## config.mk

```make
export PLATFORM = sky130hd
export DESIGN_NAME = led_step_gen
export DESIGN_NICKNAME = d
export VERILOG_FILES = /design/src/rtl/led_step_gen.sv
export SDC_FILE = /design/constraint.sdc
export NUM_CORES = 1
export LEC_CHECK = 0
export ABC_AREA = 0
export BUFFER_PORTS_ARGS = -buffer_cell sky130_fd_sc_hd__buf_2
export CORE_ASPECT_RATIO = 1.5
export CORE_MARGIN = 2
export CORE_UTILIZATION = 33
export DETAILED_ROUTE_END_ITERATION = 6
export PLACE_DENSITY = 0.45
export SYNTH_ARGS = -nofsm -noshare
export SYNTH_HDL_FRONTEND = slang
export SYNTH_SLANG_ARGS = --single-unit
export TNS_END_PERCENT = 100
```

## constraint.sdc

```tcl
create_clock -name clk -period 3.3 [get_ports clk]
set_clock_uncertainty 0.2 [all_clocks]
set_input_delay 0.66 -clock clk [delete_from_list [all_inputs] [get_ports clk]]
set_output_delay 0.66 -clock clk [all_outputs]
set_load 0.02 [all_outputs]
```

## src/rtl/led_step_gen.sv

```systemverilog
// led_step_gen: rate-selectable step enable, debounced run/pause, direction and position for the LED shifter
module led_step_gen #(
  parameter int CNT_W     = 26,
  parameter int DIV0      = 50000000,
  parameter int DIV1      = 25000000,
  parameter int DIV2      = 12500000,
  parameter int DIV3      = 6250000,
  parameter int DB_CYCLES = 500000
) (
  input  logic       clk,
  input  logic       rs,
  input  logic       btn,
  input  logic [1:0] spd,
  input  logic       dir_i,
  output logic       step_o,
  output logic       dir_o,
  output logic       run_o,
  output logic [2:0] pos_o
);
  localparam int DW = $clog2(DB_CYCLES);
  typedef enum logic {STABLE, CHECK} db_t;
  db_t st, st_n;
  logic s1, s2, db, db_n, db_d, rel;
  logic [DW-1:0] dcnt, dcnt_n;
  logic [1:0] spd_r;
  logic [CNT_W-1:0] cnt, cnt_n, div_m1;
  logic chg, tc, step_n;
  // acceptance fires on the edge where the counter would reach DB_CYCLES-1
  always_comb begin
    st_n   = st;
    dcnt_n = dcnt;
    db_n   = db;
    if (st == STABLE) begin
      if (s2 != db) begin
        st_n   = CHECK;
        dcnt_n = '0;
      end
    end else if (s2 == db) begin
      st_n   = STABLE;
      dcnt_n = '0;
    end else if (dcnt == DW'(DB_CYCLES - 2)) begin
      db_n   = s2;
      st_n   = STABLE;
      dcnt_n = '0;
    end else
      dcnt_n = dcnt + DW'(1);
  end
  always_comb begin
    div_m1 = spd_r == 2'd0 ? CNT_W'(DIV0 - 1) :
             spd_r == 2'd1 ? CNT_W'(DIV1 - 1) :
             spd_r == 2'd2 ? CNT_W'(DIV2 - 1) : CNT_W'(DIV3 - 1);
    chg    = spd != spd_r;
    tc     = cnt == div_m1;
    step_n = run_o & ~chg & tc;
    cnt_n  = chg ? '0 : !run_o ? cnt : tc ? '0 : cnt + CNT_W'(1);
  end
  always_ff @(posedge clk) begin
    if (!rs) begin
      s1     <= 1'b0;
      s2     <= 1'b0;
      st     <= STABLE;
      dcnt   <= '0;
      db     <= 1'b0;
      db_d   <= 1'b0;
      rel    <= 1'b1;
      run_o  <= 1'b1;
      spd_r  <= 2'd0;
      cnt    <= '0;
      step_o <= 1'b0;
      dir_o  <= 1'b0;
      pos_o  <= 3'd0;
    end else begin
      s1     <= btn;
      s2     <= s1;
      st     <= st_n;
      dcnt   <= dcnt_n;
      db     <= db_n;
      db_d   <= db;
      rel    <= 1'b0;
      run_o  <= run_o ^ (db & ~db_d);
      spd_r  <= spd;
      cnt    <= cnt_n;
      step_o <= step_n;
      if (rel | step_o) dir_o <= dir_i;
      if (step_n) pos_o <= dir_o ? pos_o - 3'd1 : pos_o + 3'd1;
    end
  end
endmodule
```

After elaboration in Yosys (flattened, before gate mapping) --
Cells that the tools add are included. W data, S select, Z words.
Word-level totals: bits in registers 59, bits in latches 0, RAM bits 0, ROM bits 0, input bits 6, output and inout bits 6, logic and storage cells 51, memories kept 0
Cells by class: add/sub/neg operators 4, multipliers 0, div/mod/pow operators 0, order comparisons 0, equality and inequality tests 7, shifts and indexed selects 0, mux-type cells 14, bitwise logic cells 9, reduce and logical (&&, ||, !) cells 4
Operators with widths (number):
- $mux W19 | 4
- $mux W26 | 2
- $add A26 B1 Y26 const B | 1
- $eq A26 B26 Y1 | 1
- $mux W25 | 1
- $mux W24 | 1
- $add A19 B1 Y19 const B | 1
- $eq A19 B19 Y1 const B | 1
- $mux W1 | 5
- $not A1 Y1 | 4
- $add A3 B1 Y3 const B | 1
- $and A1 B1 Y1 | 3
- $mux W3 | 1
- $reduce_and A3 Y1 | 1
- $sub A3 B1 Y3 const B | 1
- $eq A2 B1 Y1 const B | 1
- $eq A2 B2 Y1 const B | 1
- $logic_not A2 Y1 | 1
- $ne A2 B2 Y1 | 1
- $reduce_bool A2 Y1 | 1
- $reduce_or A2 Y1 | 1
- $eq A1 B1 Y1 | 1
- $ne A1 B1 Y1 | 1
- $or A1 B1 Y1 | 1
- $xor A1 B1 Y1 | 1

Longest topological paths before layout --
Gate-level depths: netlist of run 1.
depth in word-level cells 6, gate-level depth with buffers 8, mapped depth without buffers 7

Least setup slack after synthesis of run 1 --
Ideal clock, no wire load.
path type register -> register, start register run_o, end register cnt[25], setup time 0.115 ns, arrival time 1.831 ns, required time 2.985 ns, path slack 1.155 ns, stages on the path, launching flop included 9, buffers on the path 2, clock period less this slack 2.145 ns, cells stage by stage dfxtp_1 > buf_2 > and4_1 > nand4_1 > or3_1 > clkbuf_1 > nor3_1 > xnor2_1 > nor2_1
RTL lines:
- from (decl) | line 17 | output logic run_o,
- from (signal assigned) | line 80 | run_o <= run_o ^ (db & ~db_d);
- to (signal assigned) | line 82 | cnt <= cnt_n;
- to (decl) | line 26 | logic [CNT_W-1:0] cnt, cnt_n, div_m1;

Final worst setup path of run 1 --
start register dcnt[0], end register dcnt[16]
On the way: word-level cells in the longest chain between the ends 4, elaborated cells between the ends (all ways) 5, those cells by class add/sub: 1; eq/ne: 1; mux: 3
RTL lines:
- from (decl) | line 24 | logic [DW-1:0] dcnt, dcnt_n;
- from (signal assigned) | line 76 | dcnt <= dcnt_n;
- $add A19 B1 Y19 or $eq A19 B19 Y1 (tied branches) | line 46, 41
- $mux W19 * | line 41 | end else if (dcnt == DW'(DB_CYCLES - 2)) begin
- $mux W19 * | line 38 | end else if (s2 == db) begin
- $mux W19 * | line 33 | if (st == STABLE) begin
Every way passes the cells marked *; elsewhere a longest branch is shown, timed or not. A chain may end at the register's enable or synchronous reset.

==> results of run 1 <==
==> stage by stage <==
step | area, um2 | instances | hold slack [ns] | power (mW)
3_3_place_gp | 3090 | 466 | 0.220 | 0.786
5_1_grt | 3380 | 482 | 0.258 | 1.72
2_1_floorplan | 2940 | 356 | 0.212 | 0.770
4_1_cts | 3380 | 482 | 0.236 | 1.69
6_report | 3380 | 482 | 0.229 | 1.68
3_5_place_dp | 3090 | 466 | 0.224 | 0.786
==> cells in the final DEF, fill, tap and decap left out, types with 8 or more instances in the layout <==
master     netlist  final
and3_1           8      8
nor3_1          11     11
xor2_1          14     14
inv_1           11     11
nand2_1         39     39
o21ai_0         14     14
buf_2            3     11
and2_1           8      8
xnor2_1         16     16
clkbuf_16        0      9
nand4_1          9      9
nor2_1          44     44
a21oi_1         16     16
dfxtp_1         59     59
a31oi_1         11     11
nand3_1         14     14
==> critical path, stage by stage, from the launching register on <==
cell	delay, ns
dfxtp_1	0.40
ha_1	0.21
and3_1	0.22
nand3_1	0.17
nor4_2	0.46
nand4_1	0.13
or3_1	0.31
a21oi_1	0.14
==> flip-flops by register name, summed over array words and instances (netlist names) <==
| signal | flops |
|---|---|
| db | 1 |
| rel | 1 |
| db_d | 1 |
| run_o | 1 |
| cnt | 26 |
| spd_r | 2 |
| dcnt | 19 |
| s2 | 1 |
| dir_o | 1 |
| st | 1 |
| s1 | 1 |
| step_o | 1 |
| pos_o | 3 |
==> logic make-up (layout without fill, tap and decap cells) <==
logic type                 Yosys count  in the layout
buffers and inverters               26             42
AOI/OAI and AO/OA                   64             64
muxes                                2              2
DFF                                 59             59
xor gates and xnor gates            30             30
adders and majority gates            4              4
and+or+nand+nor                    171            171
==> worst min-delay path by stage <==
| stage | cells past startpoint | startpoint | slack [ns] | to |
|---|---|---|---|---|
| floorplan | 1 | s1$_SDFF_PN0_ | 0.21 | s2$_SDFF_PN0_ |
| global placement | 1 | s1$_SDFF_PN0_ | 0.22 | s2$_SDFF_PN0_ |
| detailed placement | 1 | s1$_SDFF_PN0_ | 0.22 | s2$_SDFF_PN0_ |
| CTS | 1 | s1$_SDFF_PN0_ | 0.24 | s2$_SDFF_PN0_ |
| global route | 1 | s1$_SDFF_PN0_ | 0.26 | s2$_SDFF_PN0_ |
| finish | 1 | s1$_SDFF_PN0_ | 0.23 | s2$_SDFF_PN0_ |
==> per-layer routing <==
layer | up-vias | GRT usage (%) | share of wire (%)
li1 | 1287 | - | -
met1 | 1172 | 17.2 | 40
met2 | 36 | 28.8 | 54
met3 | 20 | 2.48 | 1.9
met4 | 0 | 10.5 | 3.8
met5 | - | 0 | 0
==> where the power goes <==
group          switching, mW  total (mW)  internal [mW]  leakage (nW)
Combinational         0.0296      0.0447         0.0151         0.511
Clock                  0.317       0.905          0.589         0.146
Sequential           0.00707       0.726          0.719         0.477
==> area by class of cell <==
type	count	area, um2
clock inverter	1	5.00
fill	924	5340
multi-input combinational	271	1640
timing repair buffer	15	85.1
sequential	59	1180
inverter	11	41.3
tap	110	138
clock buffer	15	288
==> results.cfg, run 1 <==
[finish]
finalCoreUtilization_pct = 38.8
antenna_cells = 0
area_growth_pct = 15.1
drive_gt1_share_pct = 10.8
nNetsFinal = 377

[yosys]
synthAdderAreaFrac_pct = 1.96
synth_compound_area_share_pct = 14.1
yosysUniqueCellTypes = 54
synth.top_cells.by_area = dfxtp_1, nor2_1, nand2_1
syn_inst = 356
synth_top_area_cell = dfxtp_1
synth-simple-area-share_pct = 30.2
synth.area.mux_share_pct = 0.682
synth_top_family_by_area = simple AND/OR/NAND/NOR gates
ys_async_sr_fraction_pct = 0
yosysWarnings = 0
synth_seq_cells = 59
synth_common_cells = dfxtp_1, nor2_1, nand2_1, a21oi_1, xnor2_1
synth_edf_count = 0
syn-num-nets = 366
ys.flop_type = dfxtp_1
yosysMostFrequentCell = dfxtp_1
synth.avg_cell_area_um2 = 8.25
syn_area_mm2 = 0.00294
ys_seq_area_share_pct = 40.2
netlist.area_leader.share_pct = 40.2
synthXorXnorAreaFrac_pct = 8.95

[outcome]
outcome = completed

[floorplanning]
die_x_um = 81.0
start_util_pct = 33.7
core-area_mm2 = 0.00872
pin_count = 12
rows = 42
chipHeight_um = 120
die-area_mm2 = 0.00968

[timing]
finalSetupViolations = 0
final.period_utilization_pct = 70.2
finalHoldViolations = 0
tightest_slew_ns = 0.577
fin_tns_setup_ns = 0
rsz0062_at_grt = false
slew_headroom_pct = 61.4
clock.fmax_mhz = 432
drv_slew = 0
min_period_ns = 2.32
setup_slack_ns = 0.984

[clock_tree]
cts_tree = done
cts_root_buf = clkbuf_16
insertion_delay_ns = 0.33
clk_path_buf_depth = 2
cts-resized-gates = 0
path_clk_slew_ns = 0.05
hold_buffers = 0
cts_sinks = 59
cts_setup_buffers = 0
cts_buffers = 9
htree_num_levels = 3

[global_routing]
grt_antenna_before_repair = 0
gr-usage-all-layers_pct = 16.2
grt_pass1_vias = 2398
grt_pass1_wl_um = 11900
grt_overflow_total = 0
grt_max_degree = 25

[route]
vias = 2515
vias_per_cell = 5.22
ant_nets = 0
drc = 0
dr.pass1.iters = 4
routed_wl_um = 7170
drtIter0Drc = 89
wl_per_cell_um = 14.9

[power_and_ir_drop]
ir_drop_mv = 0.272
p_leak_nw = 1.13
powerDensity_mw_per_mm2 = 496

[flow_run]
cap_viol_max_count = 0

[critical_path]
worstPathArrival_ns = 2.37
r2r-start = dcnt[0]$_SDFFE_PN0P_
critPathKind = flop to flop
endpoint_kind = flop
critPathLaunchType = flop
rr_worst_depth = 7
regToRegSetupSlack_ns = 0.98
required_ns = 3.36
startpoint = dcnt[0]$_SDFFE_PN0P_
r2r_end = dcnt[16]$_SDFFE_PN0P_
crit_path_end = dcnt[16]$_SDFFE_PN0P_
crit_fanout = 6

[placement]
place_congestion = 0.845
hpwl_um = 5200
place_ws_ns = 0.977
io_buffers = 11

[hold_path]
hold_class = flop to flop
Note: power is estimated with default switching activity, not from simulation.
==> run 2: changes to the inputs <==
- ABC_AREA: 0 -> 1
- clock period: 3.3 -> 2.3 ns (I/O delays scaled with it)
==> run 2 against run 1 <==
  * Synthesized cell count up 54%
  * Clock power up 47%
  * Final cell count up 50%
  * Largest power group unchanged
  * Highest routed layer unchanged
==> results.cfg, run 2 <==
[outcome]
outcome = completed

[finish]
mostFrequentLayoutCell = nand2_1
area_growth_pct = 15.7
nNetsFinal = 584
most-common-layout-cells = nand2_1, inv_1, nor2_1
largest_reg_flops = 26
drive_gt1_share_pct = 13.5
antenna_cells = 0
finalCoreUtilization_pct = 39.5
largest-register = cnt
top_regs = cnt: 26 flops, dcnt: 19 flops, pos_o: 3 flops

[timing]
fin_tns_setup_ns = 0
final.period_utilization_pct = 91.1
rsz0062_at_grt = false
min_period_ns = 2.10
slew_headroom_pct = 73.1
finalSetupViolations = 0
clock.fmax_mhz = 477
tightest_slew_ns = 0.400
finalHoldViolations = 0
drv_slew = 0

[yosys]
synth_top_area_cell = dfxtp_1
synth.avg_cell_area_um2 = 6.62
synth_common_cells = nand2_1, inv_1, nor2_1, dfxtp_1, nand3_1
yosysWarnings = 0
ys_seq_area_share_pct = 32.5
synth_seq_cells = 59
yosysMostFrequentCell = nand2_1
synth_edf_count = 0
syn-num-nets = 559
ys.flop_type = dfxtp_1
synth.top_cells.by_area = dfxtp_1, nand2_1, inv_1
syn_area_mm2 = 0.00363
syn_inst = 549
yosysUniqueCellTypes = 35
ys_async_sr_fraction_pct = 0
netlist.area_leader.share_pct = 32.5

[clock_tree]
htree_num_levels = 3
cts_buffers = 9
cts_tree = done
insertion_delay_ns = 0.33
path_clk_slew_ns = 0.05
hold_buffers = 0
clk_path_buf_depth = 2
cts_root_buf = clkbuf_16
cts_setup_buffers = 0
cts_sinks = 59

[route]
vias_per_cell = 4.76
drc = 0
dr.pass1.iters = 4
ant_nets = 0
vias = 3439
wl_per_cell_um = 14.1
routed_wl_um = 10200
drtIter0Drc = 116

[floorplanning]
chipHeight_um = 133
die-area_mm2 = 0.0119
die_x_um = 89.7
core-area_mm2 = 0.0106
rows = 46
start_util_pct = 34.1
pin_count = 12

[power_and_ir_drop]
ir_drop_mv = 0.330
powerDensity_mw_per_mm2 = 594
p_leak_nw = 1.57
p_seq_share_pct = 41.7
clkPwrFrac_pct = 53.1
power.share.combinational_pct = 5.2
intPower_mw = 1.91
switching_share_pct = 23.7
p_sw_mw = 0.591

[critical_path]
required_ns = 2.32
endpoint_kind = flop
worstPathArrival_ns = 2.11
crit_fanout = 12
r2r-start = spd_r[1]$_SDFF_PN0_
critPathLaunchType = flop
critPathKind = flop to flop
rr_worst_depth = 11
r2r_end = cnt[0]$_SDFFE_PP0P_
regToRegSetupSlack_ns = 0.20

[global_routing]
grt_pass1_wl_um = 16700
grt_pass1_vias = 3410
grt_antenna_before_repair = 0
grt_overflow_total = 0
gr-usage-all-layers_pct = 18.5
grt_max_degree = 20

[hold_path]
hold-path-cell-count = 3
holdPathEnd = s1$_SDFF_PN0_
min_from = btn
hold_class = primary input to flop

[placement]
hpwl_um = 8050
place_congestion = 0.905
io_buffers = 11

[flow_run]
cap_viol_max_count = 0
run 2: final cells by class:
type                            count  area [um2]
Clock inverter                      7        68.8
Tap cell                          144         180
Clock buffer                        9         225
Sequential cell                    59        1180
Inverter                           73         274
Timing Repair Buffer               25         185
Fill cell                        1181        6440
Multi-Input combinational cell    406        2090
run 2: worst max-delay path, cell delays in order, from the launching register on:
cell and delay, ns:
dfxtp_1 0.41, inv_1 0.21, nand2_1 0.14, nand2_1 0.08, nand2_1 0.05, nor2_1 0.18
nand2_1 0.09, nor2_2 0.15, nand3_4 0.12, nand2_4 0.11, buf_12 0.19, nor2_1 0.05
run 2: cell families after synthesis:
logic type,count (synthesis),synth area share [%]
compound gates,52,7.58
simple gates,327,42.7
fa+ha+maj,4,1.58
mux,1,0.275
xor+xnor,22,5.30
flops,59,32.5
buf+inv,84,10.0
run 2: worst max-delay path by stage:
stage,depth (start not counted),end,slack [ns],startpoint
after global routing,10,cnt[0]$_SDFFE_PP0P_,0.06,spd_r[1]$_SDFF_PN0_
after detailed placement,10,cnt[0]$_SDFFE_PP0P_,0.11,spd_r[0]$_SDFF_PN0_
after global placement,10,cnt[0]$_SDFFE_PP0P_,0.11,spd_r[0]$_SDFF_PN0_
final,11,cnt[0]$_SDFFE_PP0P_,0.20,spd_r[1]$_SDFF_PN0_
after CTS,10,cnt[0]$_SDFFE_PP0P_,0.1,spd_r[0]$_SDFF_PN0_
after floorplan,9,cnt[22]$_SDFFE_PP0P_,0.46,cnt[0]$_SDFFE_PP0P_
run 2: what timing repair did:
item,CTS,global route
endpoints found under the hold margin,0,0
resized for setup,0,1
endpoints found under the setup margin,0,1
run 2: metal layers:
metal  up-vias  routed length (um)  track usage (%)
li1       1788                   -                -
met1      1570                3770             18.1
met2        56                5730             34.5
met3        25                 249             3.37
met4         0                 450             10.1
met5         -                   0                0
run 2: stage by stage:
stage	worst slack [ns]	std cells	hold WS, ns	total power [mW]	cell area (um2)
2_1_floorplan	0.461	549	0.190	1.16	3630
3_3_place_gp	0.114	707	0.198	1.19	3910
3_5_place_dp	0.112	707	0.196	1.19	3910
4_1_cts	0.0996	723	0.0989	2.54	4200
5_1_grt	0.0608	723	0.123	2.60	4200
6_report	0.204	723	0.110	2.50	4200
run 2: power groups by stage:
stage	registers [mW]	clock network [mW]	logic, mW
2_1_floorplan	1.06	0	0.0995
3_3_place_gp	1.06	0	0.132
3_5_place_dp	1.06	0	0.131
4_1_cts	1.04	1.37	0.132
5_1_grt	1.04	1.42	0.144
6_report	1.04	1.33	0.130
